===== src/rtl/fetch_pkg.sv =====
// Shared types and constants for the instruction fetch stage.
package fetch_pkg;

    localparam logic [31:0] NOP_INSTR = 32'h0000_0013;
    localparam logic [31:0] PC_STEP   = 32'd4;

    typedef enum logic [1:0] {
        IDLE,
        REQ,
        WAIT,
        DISCARD
    } fetch_state_e;

    typedef struct packed {
        logic [31:0] pc;
        logic [31:0] instr;
    } fetch_entry_t;

    // 32-bit add that sticks at all-ones instead of wrapping
    function automatic logic [31:0] sat_add32(input logic [31:0] a, input logic [31:0] b);
        logic [32:0] sum;
        sum = {1'b0, a} + {1'b0, b};
        return sum[32] ? 32'hFFFF_FFFF : sum[31:0];
    endfunction

endpackage


===== src/rtl/fetch_fifo.sv =====
// Small synchronous FIFO of fetch entries with single-cycle flush.
module fetch_fifo
    import fetch_pkg::*;
#(
    parameter int unsigned DEPTH = 2,
    localparam int unsigned PTR_W = (DEPTH > 1) ? $clog2(DEPTH) : 1,
    localparam int unsigned CNT_W = $clog2(DEPTH + 1)
) (
    input  logic               clk,
    input  logic               reset,
    input  logic               flush,
    input  logic               push,
    input  fetch_entry_t       push_data,
    input  logic               pop,
    output fetch_entry_t       head,
    output logic [CNT_W-1:0]   count,
    output logic               empty,
    output logic               full
);

    fetch_entry_t      mem [DEPTH];
    logic [PTR_W-1:0]  rd_ptr;
    logic [PTR_W-1:0]  wr_ptr;
    logic [CNT_W-1:0]  cnt;
    logic              do_push;
    logic              do_pop;

    assign empty   = (cnt == '0);
    assign full    = (cnt == CNT_W'(DEPTH));
    assign do_push = push && !full;
    assign do_pop  = pop && !empty;
    assign head    = mem[rd_ptr];
    assign count   = cnt;

    // Pointer and occupancy tracking; flush empties the queue in one cycle
    always_ff @(posedge clk or posedge reset) begin
        if (reset) begin
            rd_ptr <= '0;
            wr_ptr <= '0;
            cnt    <= '0;
        end else if (flush) begin
            rd_ptr <= '0;
            wr_ptr <= '0;
            cnt    <= '0;
        end else begin
            if (do_push) begin
                wr_ptr <= wr_ptr + PTR_W'(1);
            end
            if (do_pop) begin
                rd_ptr <= rd_ptr + PTR_W'(1);
            end
            cnt <= cnt + CNT_W'(do_push) - CNT_W'(do_pop);
        end
    end

    // Entry storage, no reset needed since occupancy gates visibility
    always_ff @(posedge clk) begin
        if (do_push && !flush) begin
            mem[wr_ptr] <= push_data;
        end
    end

endmodule


===== src/rtl/fetch_unit.sv =====
// Fetch stage: owns the PC, issues single-outstanding imem requests and
// buffers returned instructions for IF/ID. Redirects flush the stream.
// Define FETCH_PERF_EN to add saturating fetch/discard/starve counters.
module fetch_unit #(
    parameter logic [31:0] RESET_PC  = 32'h0000_0000,
    parameter int unsigned DEPTH     = 2,
    parameter logic [31:0] NOP_INSTR = fetch_pkg::NOP_INSTR
) (
    input  logic        clk,
    input  logic        reset,
    input  logic        redirect_i,
    input  logic [31:0] redirect_pc_i,
    input  logic        ready_i,
    output logic        imem_req_o,
    output logic [31:0] imem_addr_o,
    input  logic        imem_gnt_i,
    input  logic        imem_rvalid_i,
    input  logic [31:0] imem_rdata_i,
    output logic        valid_o,
    output logic [31:0] instr_f,
    output logic [31:0] pc_f,
    output logic [31:0] pc_plus4_f
`ifdef FETCH_PERF_EN
    ,
    output logic [31:0] perf_fetched_o,
    output logic [31:0] perf_discarded_o,
    output logic [31:0] perf_starve_o
`endif
);

    import fetch_pkg::*;

    localparam int unsigned CNT_W  = $clog2(DEPTH + 1);
    localparam int unsigned CNT1_W = CNT_W + 1;

    fetch_state_e      state_q;
    fetch_state_e      state_d;
    logic [31:0]       fetch_pc_q;
    logic [31:0]       fetch_pc_d;
    logic [31:0]       inflight_pc_q;
    logic [31:0]       inflight_pc_d;
    logic              req_c;
    logic              push;
    logic              pop;
    logic              space;
    logic [31:0]       redirect_pc;
    logic [CNT_W-1:0]  fifo_count;
    logic [CNT1_W-1:0] cnt_after;
    logic              fifo_empty;
    logic              fifo_full;
    fetch_entry_t      head;
    fetch_entry_t      push_entry;

    assign redirect_pc      = redirect_pc_i & ~32'h0000_0003;
    assign pop              = !fifo_empty && ready_i;
    assign push             = (state_q == WAIT) && imem_rvalid_i && !redirect_i;
    assign cnt_after        = {1'b0, fifo_count} + CNT1_W'(push) - CNT1_W'(pop);
    assign space            = (cnt_after < CNT1_W'(DEPTH));
    assign push_entry.pc    = inflight_pc_q;
    assign push_entry.instr = imem_rdata_i;

    fetch_fifo #(
        .DEPTH (DEPTH)
    ) u_fifo (
        .clk       (clk),
        .reset     (reset),
        .flush     (redirect_i),
        .push      (push),
        .push_data (push_entry),
        .pop       (pop),
        .head      (head),
        .count     (fifo_count),
        .empty     (fifo_empty),
        .full      (fifo_full)
    );

    // FSM state, fetch PC and in-flight PC registers
    always_ff @(posedge clk or posedge reset) begin
        if (reset) begin
            state_q       <= IDLE;
            fetch_pc_q    <= RESET_PC;
            inflight_pc_q <= '0;
        end else begin
            state_q       <= state_d;
            fetch_pc_q    <= fetch_pc_d;
            inflight_pc_q <= inflight_pc_d;
        end
    end

    // Next-state and request generation; redirect overrides the normal flow
    always_comb begin
        state_d       = state_q;
        fetch_pc_d    = fetch_pc_q;
        inflight_pc_d = inflight_pc_q;
        req_c         = 1'b0;

        case (state_q)
            IDLE: begin
                if (!fifo_full || pop) begin
                    req_c = 1'b1;
                    if (imem_gnt_i) begin
                        state_d       = WAIT;
                        fetch_pc_d    = fetch_pc_q + PC_STEP;
                        inflight_pc_d = fetch_pc_q;
                    end else begin
                        state_d = REQ;
                    end
                end
            end
            REQ: begin
                req_c = 1'b1;
                if (imem_gnt_i) begin
                    state_d       = WAIT;
                    fetch_pc_d    = fetch_pc_q + PC_STEP;
                    inflight_pc_d = fetch_pc_q;
                end
            end
            WAIT: begin
                if (imem_rvalid_i) begin
                    state_d = space ? REQ : IDLE;
                end
            end
            DISCARD: begin
                if (imem_rvalid_i) begin
                    state_d = REQ;
                end
            end
            default: begin
                state_d = IDLE;
            end
        endcase

        if (redirect_i) begin
            fetch_pc_d = redirect_pc;
            case (state_q)
                IDLE, REQ:     state_d = (req_c && imem_gnt_i) ? DISCARD : REQ;
                WAIT, DISCARD: state_d = imem_rvalid_i ? REQ : DISCARD;
                default:       state_d = REQ;
            endcase
        end
    end

    // Request port and IF/ID-facing head view
    always_comb begin
        imem_req_o  = req_c && !reset;
        imem_addr_o = fetch_pc_q;
        valid_o     = !fifo_empty;
        instr_f     = fifo_empty ? NOP_INSTR : head.instr;
        pc_f        = fifo_empty ? 32'd0 : head.pc;
        pc_plus4_f  = fifo_empty ? 32'd0 : head.pc + PC_STEP;
    end

`ifdef FETCH_PERF_EN
    logic        drop;
    logic [31:0] flushed;

    assign drop    = imem_rvalid_i && ((state_q == DISCARD) || ((state_q == WAIT) && redirect_i));
    assign flushed = redirect_i ? (32'(fifo_count) - 32'(pop)) : 32'd0;

    // Saturating performance counters
    always_ff @(posedge clk or posedge reset) begin
        if (reset) begin
            perf_fetched_o   <= '0;
            perf_discarded_o <= '0;
            perf_starve_o    <= '0;
        end else begin
            perf_fetched_o   <= sat_add32(perf_fetched_o, 32'(push));
            perf_discarded_o <= sat_add32(perf_discarded_o, 32'(drop) + flushed);
            perf_starve_o    <= sat_add32(perf_starve_o, 32'(ready_i && fifo_empty));
        end
    end
`endif

endmodule


===== config.mk =====
export PLATFORM = sky130hd
export DESIGN_NAME = fetch_unit
export DESIGN_NICKNAME = d
export VERILOG_FILES = /design/src/rtl/fetch_pkg.sv /design/src/rtl/fetch_fifo.sv /design/src/rtl/fetch_unit.sv
export SDC_FILE = /design/constraint.sdc
export NUM_CORES = 1
export LEC_CHECK = 0
export ABC_CLOCK_PERIOD_IN_PS = 5100
export CAP_MARGIN = 40
export CORE_ASPECT_RATIO = 1.4
export CORE_MARGIN = 5
export CORE_UTILIZATION = 50
export DETAILED_ROUTE_END_ITERATION = 6
export HOLD_SLACK_MARGIN = 0.02
export MAX_ROUTING_LAYER = met4
export PLACE_DENSITY = 0.92
export SLEW_MARGIN = 20
export SYNTH_ARGS = -nofsm -noshare
export SYNTH_HDL_FRONTEND = slang
export SYNTH_SLANG_ARGS = --single-unit

===== constraint.sdc =====
create_clock -name clk -period 5.1 [get_ports clk]
set_input_delay 1.02 -clock clk [delete_from_list [all_inputs] [get_ports clk]]
set_output_delay 1.02 -clock clk [all_outputs]
set_load 0.05 [all_outputs]

==> results of run 1 <==
[through the flow]
stage	cells	total power [mW]
2_1_floorplan	714	4.41
3_3_place_gp	1116	5.50
3_5_place_dp	1118	5.57
4_1_cts	1150	6.92
5_1_grt	1151	7.16
6_report	1151	6.89
[repair_timing]
item                       CTS  global route
resized for setup            0             1
setup endpoints to repair    0             2
buffers inserted             0             1
[cells by family (layout without fill, tap and decap cells)]
family	count (synthesis)	in the layout	share of synthesized area (%)
compound gates	70	70	4.74
simple gates	250	250	14.3
xor+xnor	43	43	4.28
other cells	1	6	0.0426
buf+inv	50	251	2.72
mux	99	99	11.8
flops	190	190	61.1
fa+ha+maj	6	6	0.939
[registers in the layout, summed over array words and instances (netlist names)]
signal / cells
u_fifo.mem: 124
state_q: 2
u_fifo.count: 2
u_fifo.rd_ptr: 1
imem_addr_o: 30
inflight_pc_q: 30
u_fifo.wr_ptr: 1
[worst max-delay path by stage]
| stage | startpoint | end | cells past startpoint |
|---|---|---|---|
| 2_1_floorplan | redirect_i | u_fifo.mem[0][0] | 4 |
| 3_3_place_gp | u_fifo.rd_ptr | pc_plus4_f[20] | 8 |
| 3_5_place_dp | u_fifo.rd_ptr | pc_plus4_f[20] | 8 |
| 4_1_cts | u_fifo.rd_ptr | pc_plus4_f[26] | 7 |
| 5_1_grt | u_fifo.rd_ptr | pc_plus4_f[20] | 8 |
| 6_report | u_fifo.rd_ptr | pc_plus4_f[20] | 8 |
[layer usage]
layer | global-route usage, % | share of wire [%] | vias up
met2 | 36.6 | 54 | 195
met4 | 6.38 | 1.8 | 0
li1 | - | - | 2962
met5 | - | 0 | -
met3 | 2.65 | 4.7 | 31
met1 | 23.1 | 39 | 3001
[report_power, final]
group / internal (mW) / switching (mW) / total [mW]
Combinational: 1.16 / 2.39 / 3.56
Clock: 0.783 / 0.574 / 1.36
Sequential: 1.81 / 0.163 / 1.98
Total: 3.76 / 3.13 / 6.89
[critical path, stage by stage (launching register included)]
cell                              delay (ns)
sky130_fd_sc_hd__dfrtp_4                0.62
sky130_fd_sc_hd__mux2_2                 0.30
sky130_fd_sc_hd__ha_1                   0.21
sky130_fd_sc_hd__nand4b_1               0.18
sky130_fd_sc_hd__a22oi_1                0.54
sky130_fd_sc_hd__and2_1                 0.31
sky130_fd_sc_hd__nand3_1                0.14
sky130_fd_sc_hd__mux2_1                 0.32
sky130_fd_sc_hd__clkdlybuf4s50_1        0.70
[Yosys cell counts (2+ instances only)]
library cell	count
sky130_fd_sc_hd__edfxtp_1	124
sky130_fd_sc_hd__nor2_1	77
sky130_fd_sc_hd__dfrtp_1	66
sky130_fd_sc_hd__mux2i_1	60
sky130_fd_sc_hd__nand2_1	59
sky130_fd_sc_hd__o21ai_1	35
sky130_fd_sc_hd__mux2_1	34
sky130_fd_sc_hd__xnor2_1	28
sky130_fd_sc_hd__nand3_1	26
sky130_fd_sc_hd__clkbuf_1	22
sky130_fd_sc_hd__nand4_1	17
sky130_fd_sc_hd__xor2_1	15
sky130_fd_sc_hd__nor3_1	13
sky130_fd_sc_hd__inv_1	11
sky130_fd_sc_hd__nor4_1	10
sky130_fd_sc_hd__nor2b_1	9
sky130_fd_sc_hd__a21oi_1	8
sky130_fd_sc_hd__buf_2	8
sky130_fd_sc_hd__and3_1	7
sky130_fd_sc_hd__buf_4	7
sky130_fd_sc_hd__nand3b_1	6
sky130_fd_sc_hd__a22oi_1	5
sky130_fd_sc_hd__ha_1	5
sky130_fd_sc_hd__mux2_2	5
sky130_fd_sc_hd__o31a_1	5
sky130_fd_sc_hd__a31oi_1	4
sky130_fd_sc_hd__and2_1	4
sky130_fd_sc_hd__nand4b_1	4
sky130_fd_sc_hd__or3_1	4
sky130_fd_sc_hd__and4_1	3
sky130_fd_sc_hd__o21ai_0	3
sky130_fd_sc_hd__o31ai_1	3
sky130_fd_sc_hd__buf_6	2
sky130_fd_sc_hd__nand2b_1	2
sky130_fd_sc_hd__nor4_2	2
[layout make-up]
class / instances / area, um^2 / area share, %
flip-flops and latches: 190 / 5380 / 46.4
multi-input cells: 474 / 3220 / 27.8
repair buffers: 208 / 2050 / 17.7
clock buffers: 18 / 429 / 3.70
well taps: 236 / 295 / 2.55
clock inverters: 14 / 178 / 1.53
inverters: 11 / 41.3 / 0.356
==> impl_metrics.py, run 1 <==
metrics = {
    "outcome": {
        "outcome": "finished clean",
    },
    "yosys": {
        "synth_top_cell_by_area": "sky130_fd_sc_hd__edfxtp_1",
        "synth-edff-count": 124,
        "synth-seq-cells": 190,
        "synth_top_cells_by_area": "sky130_fd_sc_hd__edfxtp_1 42%, sky130_fd_sc_hd__dfrtp_1 19%, sky130_fd_sc_hd__mux2i_1 6.8%, sky130_fd_sc_hd__mux2_1 4.4%, sky130_fd_sc_hd__nor2_1 3.3%",
        "synth.cell_area_um2": 8790,
        "synth_cells": 709,
        "synthArstFlopShare_pct": 34.7,
        "post_syn_area_per_cell_um2": 12.4,
        "synth.yosys.seq_area_share_pct": 61.1,
        "ys_dominant_reg_cell": "sky130_fd_sc_hd__edfxtp_1",
        "yosysTopAreaCellShare_pct": 42.3,
        "yosys.cell_types.count": 51,
        "yosysWarnings": 0,
    },
    "floorplanning": {
        "io_pins": 200,
        "fp.dieH_um": 167,
        "dieArea_um2": 20400,
        "starting_density_of_the_core_pct": 50.7,
        "core-area_um2": 17300,
        "rows": 57,
        "die_x_um": 122,
    },
    "sta": {
        "final-setup-viol-count": 0,
        "timing.fmax_mhz": 210,
        "whs_ns": 0.471,
        "totalNegativeSetupSlack_ns": 0,
        "post-route-period-util_pct": 93.3,
        "timing.slew.headroom_pct": 47.5,
        "slew_viol_final": 0,
        "rsz_0062_raised_after_global_routing": "false",
        "layout_min_cycle_time_ns": 4.76,
        "post-route-worst-setup-slack_ns": 0.342,
        "timing.clock.skew_ns": 0.0158,
        "worst_pin_slew_ns": 0.788,
        "hold_viol_final": 0,
    },
    "global_routing": {
        "grt_use_total_pct": 20.3,
        "globalRoute.totalOverflow": 0,
        "grt_max_degree": 63,
        "vias_in_the_first_global_route": 6202,
        "grt_pass1_wl_um": 31900,
        "grt_antenna_before_repair": 0,
    },
    "route": {
        "drc": 0,
        "post_drt_via_cell_ratio": 5.38,
        "wirelength_routed_um": 20500,
        "vias": 6189,
        "antenna_violating_nets_post_route": 0,
        "violation_count_after_the_first_detailed_route_iteration": 343,
        "avgRoutedWirePerCell_um": 17.8,
        "dr.pass1.iters": 5,
    },
    "cts": {
        "tritoncts_clock_tree": "built",
        "clkSlewWorstSetupHoldPaths_ns": 0.07,
        "root_buffer": "sky130_fd_sc_hd__clkbuf_16",
        "clkSinkCount": 190,
        "htreeDepth": 4,
        "holdBufCountCts": 0,
        "insertion_delay_ns": 0.41,
        "numCtsBuffers": 17,
        "ctsLongestPathBuffers": 2,
    },
    "cells_and_area": {
        "layout.cells.most_common": "sky130_fd_sc_hd__clkdlybuf4s50_1",
        "area_growth_syn_to_layout_pct": 31.8,
        "fill_cells": 1243,
        "num_antenna_cells": 0,
        "layout.core_utilization_pct": 66.9,
        "final_cell_mix": "185 x sky130_fd_sc_hd__clkdlybuf4s50_1, 124 x sky130_fd_sc_hd__edfxtp_1, 74 x sky130_fd_sc_hd__nor2_1",
        "final_nets": 978,
        "layout.cell_area.non_filler_um2": 11600,
        "final_layout_size_suffix_gt1_share_pct": 7.76,
    },
    "pwr": {
        "power.density_cell_area_nw_per_um2": 595,
        "vdd_drop_max_uv": 269,
        "total_leakage_power_nw": 4.07,
    },
    "placed_design": {
        "dpl_cell_area_um2": 11000,
        "place_congestion": 0.866,
        "dp_slack_ns": 0.624,
        "io_buffers": 191,
        "post-dp-hpwl_um": 15300,
    },
    "worst_setup_path": {
        "worstPathRequired_ns": 4.08,
        "path_max_fanout": 24,
        "reg2reg_setup_slack_ns": 2.48,
        "criticalPathCategory": "reg -> out",
        "startpoint_of_the_most_critical_register_to_register_path": "u_fifo.count[1]",
        "cp_data_arrival_time_ns": 3.74,
        "critical_path.startpoint_type": "flip-flop",
        "timing.reg2reg.worst_path_depth": 10,
        "worstReg2RegEnd": "state_q[0]",
        "setup.worst_path.end_class": "output port",
    },
    "min_path": {
        "hold_class": "reg -> reg",
        "hold-path-endpoint": "u_fifo.mem[1][48]",
        "holdCritStartpoint": "inflight_pc_q[16]",
        "worst_hold_path.num_cells": 0,
    },
    "job": {
        "cap_viol_max_count": 0,
    },
}
Note: power is estimated with default switching activity, not from simulation.
==> inputs of run 2 (changes only) <==
--- a/config.mk
+++ b/config.mk
@@ -11,6 +11,7 @@
 export CORE_MARGIN = 5
 export CORE_UTILIZATION = 50
 export DETAILED_ROUTE_END_ITERATION = 6
+export GPL_TIMING_DRIVEN = 0
 export HOLD_SLACK_MARGIN = 0.02
 export MAX_ROUTING_LAYER = met4
 export PLACE_DENSITY = 0.92
==> impl_metrics.py, run 2 (synthesis results as in run 1) <==
metrics = {
    "sta": {
        "totalNegativeSetupSlack_ns": 0,
        "post-route-period-util_pct": 96.9,
        "final-setup-viol-count": 0,
        "worst_pin_slew_ns": 1.01,
        "layout_min_cycle_time_ns": 4.94,
        "timing.clock.skew_ns": 0.00913,
        "timing.slew.headroom_pct": 32.9,
        "slew_viol_final": 0,
        "rsz_0062_raised_after_global_routing": "false",
        "timing.fmax_mhz": 202,
        "hold_viol_final": 0,
    },
    "route": {
        "dr.pass1.iters": 5,
        "drc": 0,
        "avgRoutedWirePerCell_um": 19.5,
        "antenna_violating_nets_post_route": 0,
        "vias": 6503,
        "post_drt_via_cell_ratio": 5.52,
        "wirelength_routed_um": 22900,
        "violation_count_after_the_first_detailed_route_iteration": 502,
    },
    "cts": {
        "ctsLongestPathBuffers": 2,
        "clkSinkCount": 190,
        "numCtsBuffers": 17,
        "holdBufCountCts": 0,
        "tritoncts_clock_tree": "built",
        "root_buffer": "sky130_fd_sc_hd__clkbuf_16",
        "htreeDepth": 4,
        "clkSlewWorstSetupHoldPaths_ns": 0.06,
        "insertion_delay_ns": 0.43,
    },
    "global_routing": {
        "grt_pass1_wl_um": 36600,
        "grt_use_total_pct": 23.6,
        "grt_antenna_before_repair": 0,
        "globalRoute.totalOverflow": 0,
        "grt_max_degree": 59,
        "vias_in_the_first_global_route": 6835,
    },
    "pwr": {
        "total_leakage_power_nw": 4.17,
        "vdd_drop_max_uv": 283,
        "power.density_cell_area_nw_per_um2": 597,
    },
    "worst_setup_path": {
        "critical_path.startpoint_type": "flip-flop",
        "setup.worst_path.end_class": "output port",
        "criticalPathCategory": "reg -> out",
        "worstPathRequired_ns": 4.08,
        "cp_data_arrival_time_ns": 3.92,
        "path_max_fanout": 10,
    },
    "outcome": {
        "outcome": "finished clean",
    },
    "cells_and_area": {
        "fill_cells": 1229,
        "final_nets": 1005,
        "final_cell_mix": "178 x sky130_fd_sc_hd__clkdlybuf4s50_1, 124 x sky130_fd_sc_hd__edfxtp_1, 76 x sky130_fd_sc_hd__nor2_1",
        "layout.cell_area.non_filler_um2": 11700,
        "max_flop_register": "u_fifo.mem",
        "num_antenna_cells": 0,
        "final_layout_size_suffix_gt1_share_pct": 7.96,
        "largest_register_ffs": 124,
        "layout.cells.most_common": "sky130_fd_sc_hd__clkdlybuf4s50_1",
        "area_growth_syn_to_layout_pct": 33.3,
    },
    "floorplanning": {
        "fp.dieH_um": 167,
        "core-area_um2": 17300,
        "die_x_um": 122,
        "dieArea_um2": 20400,
        "starting_density_of_the_core_pct": 50.7,
        "rows": 57,
        "io_pins": 200,
    },
    "placed_design": {
        "post-dp-hpwl_um": 17400,
        "place_congestion": 0.906,
        "dpl_cell_area_um2": 11100,
        "io_buffers": 190,
    },
    "job": {
        "cap_viol_max_count": 0,
    },
    "min_path": {
        "hold_class": "reg -> reg",
    },
}
run 2: cell types whose count changed in the layout (fill, tap and decap cells not counted), sizes merged:
cell           before  now
clkdlybuf4s15       0    1
inv                18   16
clkdlybuf4s50     185  178
clkinv              1    5
clkinvlp            3    2
clkbuf             18   45
dlygate4sd2         0    6
buf                22   21
run 2: power breakdown:
group	internal [mW]	switching, mW	total [mW]
Combinational	1.16	2.53	3.69
Clock	0.780	0.584	1.36
Sequential	1.81	0.127	1.94
run 2: cell type report:
| cell class | count | area [um^2] | share of cell area (%) |
|---|---|---|---|
| clock buffers | 17 | 425 | 3.63 |
| repair buffers | 196 | 1980 | 16.9 |
| inverters | 11 | 43.8 | 0.374 |
| well taps | 236 | 295 | 2.52 |
| multi-input cells | 474 | 3210 | 27.4 |
| clock inverters | 15 | 184 | 1.57 |
| flip-flops and latches | 190 | 5380 | 45.9 |
| plain buffers | 39 | 203 | 1.73 |
run 2: stage by stage:
step	util (%)	cells	power [mW]	hold WS (ns)	worst slack, ns
after global routing	67.6	1178	7.28	0.488	0.0629
after detailed placement	64.2	1146	5.69	0.456	-0.0190
after CTS	67.7	1178	7.03	0.474	-0.0605
after floorplan	-	714	4.41	0.435	0.344
final	67.6	1178	6.99	0.473	0.156
after global placement	63.5	1140	5.61	0.444	-1.33
run 2: timing repair:
action,in CTS,in global routing
resized for setup,16,13
buffers inserted,0,0
endpoints found under the setup margin,10,11
run 2: worst max-delay path, stage by stage, from the launching register on:
cell	delay (ns)
sky130_fd_sc_hd__dfrtp_1	0.40
sky130_fd_sc_hd__buf_6	0.18
sky130_fd_sc_hd__buf_4	0.20
sky130_fd_sc_hd__clkbuf_4	0.29
sky130_fd_sc_hd__clkbuf_4	0.29
sky130_fd_sc_hd__mux2_2	0.22
sky130_fd_sc_hd__ha_1	0.21
sky130_fd_sc_hd__nand4b_1	0.20
sky130_fd_sc_hd__nand2_1	0.19
sky130_fd_sc_hd__nand3_1	0.26
sky130_fd_sc_hd__o31a_1	0.37
sky130_fd_sc_hd__nor3_1	0.25
sky130_fd_sc_hd__clkdlybuf4s15_2	0.43
run 2: metal layers:
layer / track usage [%] / part of all wire (%) / vias to the layer above
met3: 2.92 / 5.9 / 65
met4: 12.4 / 4.7 / 0
met5: - / 0 / -
met1: 26.5 / 37 / 3149
met2: 40.8 / 52 / 270
li1: - / - / 3019
run 2: worst paths after layout:
path / start / endpoint / slack (ns) / cells after the start
worst max-delay path: u_fifo.rd_ptr / pc_plus4_f[24] / 0.16 / 12
worst min-delay path: inflight_pc_q[16] / u_fifo.mem[1][48] / 0.47 / 0
worst max register to register: u_fifo.count[1] / imem_addr_o[31] / 2.73 / 6
worst min register to register: inflight_pc_q[16] / u_fifo.mem[1][48] / 0.47 / 0
max in group asynchronous: reset / inflight_pc_q[16] / 3.72 / 3
min in group asynchronous: reset / state_q[1] / 0.87 / 2
==> inputs of run 3 (changes only) <==
--- a/config.mk
+++ b/config.mk
@@ -11,6 +11,7 @@
 export CORE_MARGIN = 5
 export CORE_UTILIZATION = 50
 export DETAILED_ROUTE_END_ITERATION = 6
+export GPL_ROUTABILITY_DRIVEN = 0
 export GPL_TIMING_DRIVEN = 0
 export HOLD_SLACK_MARGIN = 0.02
 export MAX_ROUTING_LAYER = met4
==> results of run 3 <==
The final DEF is identical to that of run 2; final timing and power are the same.
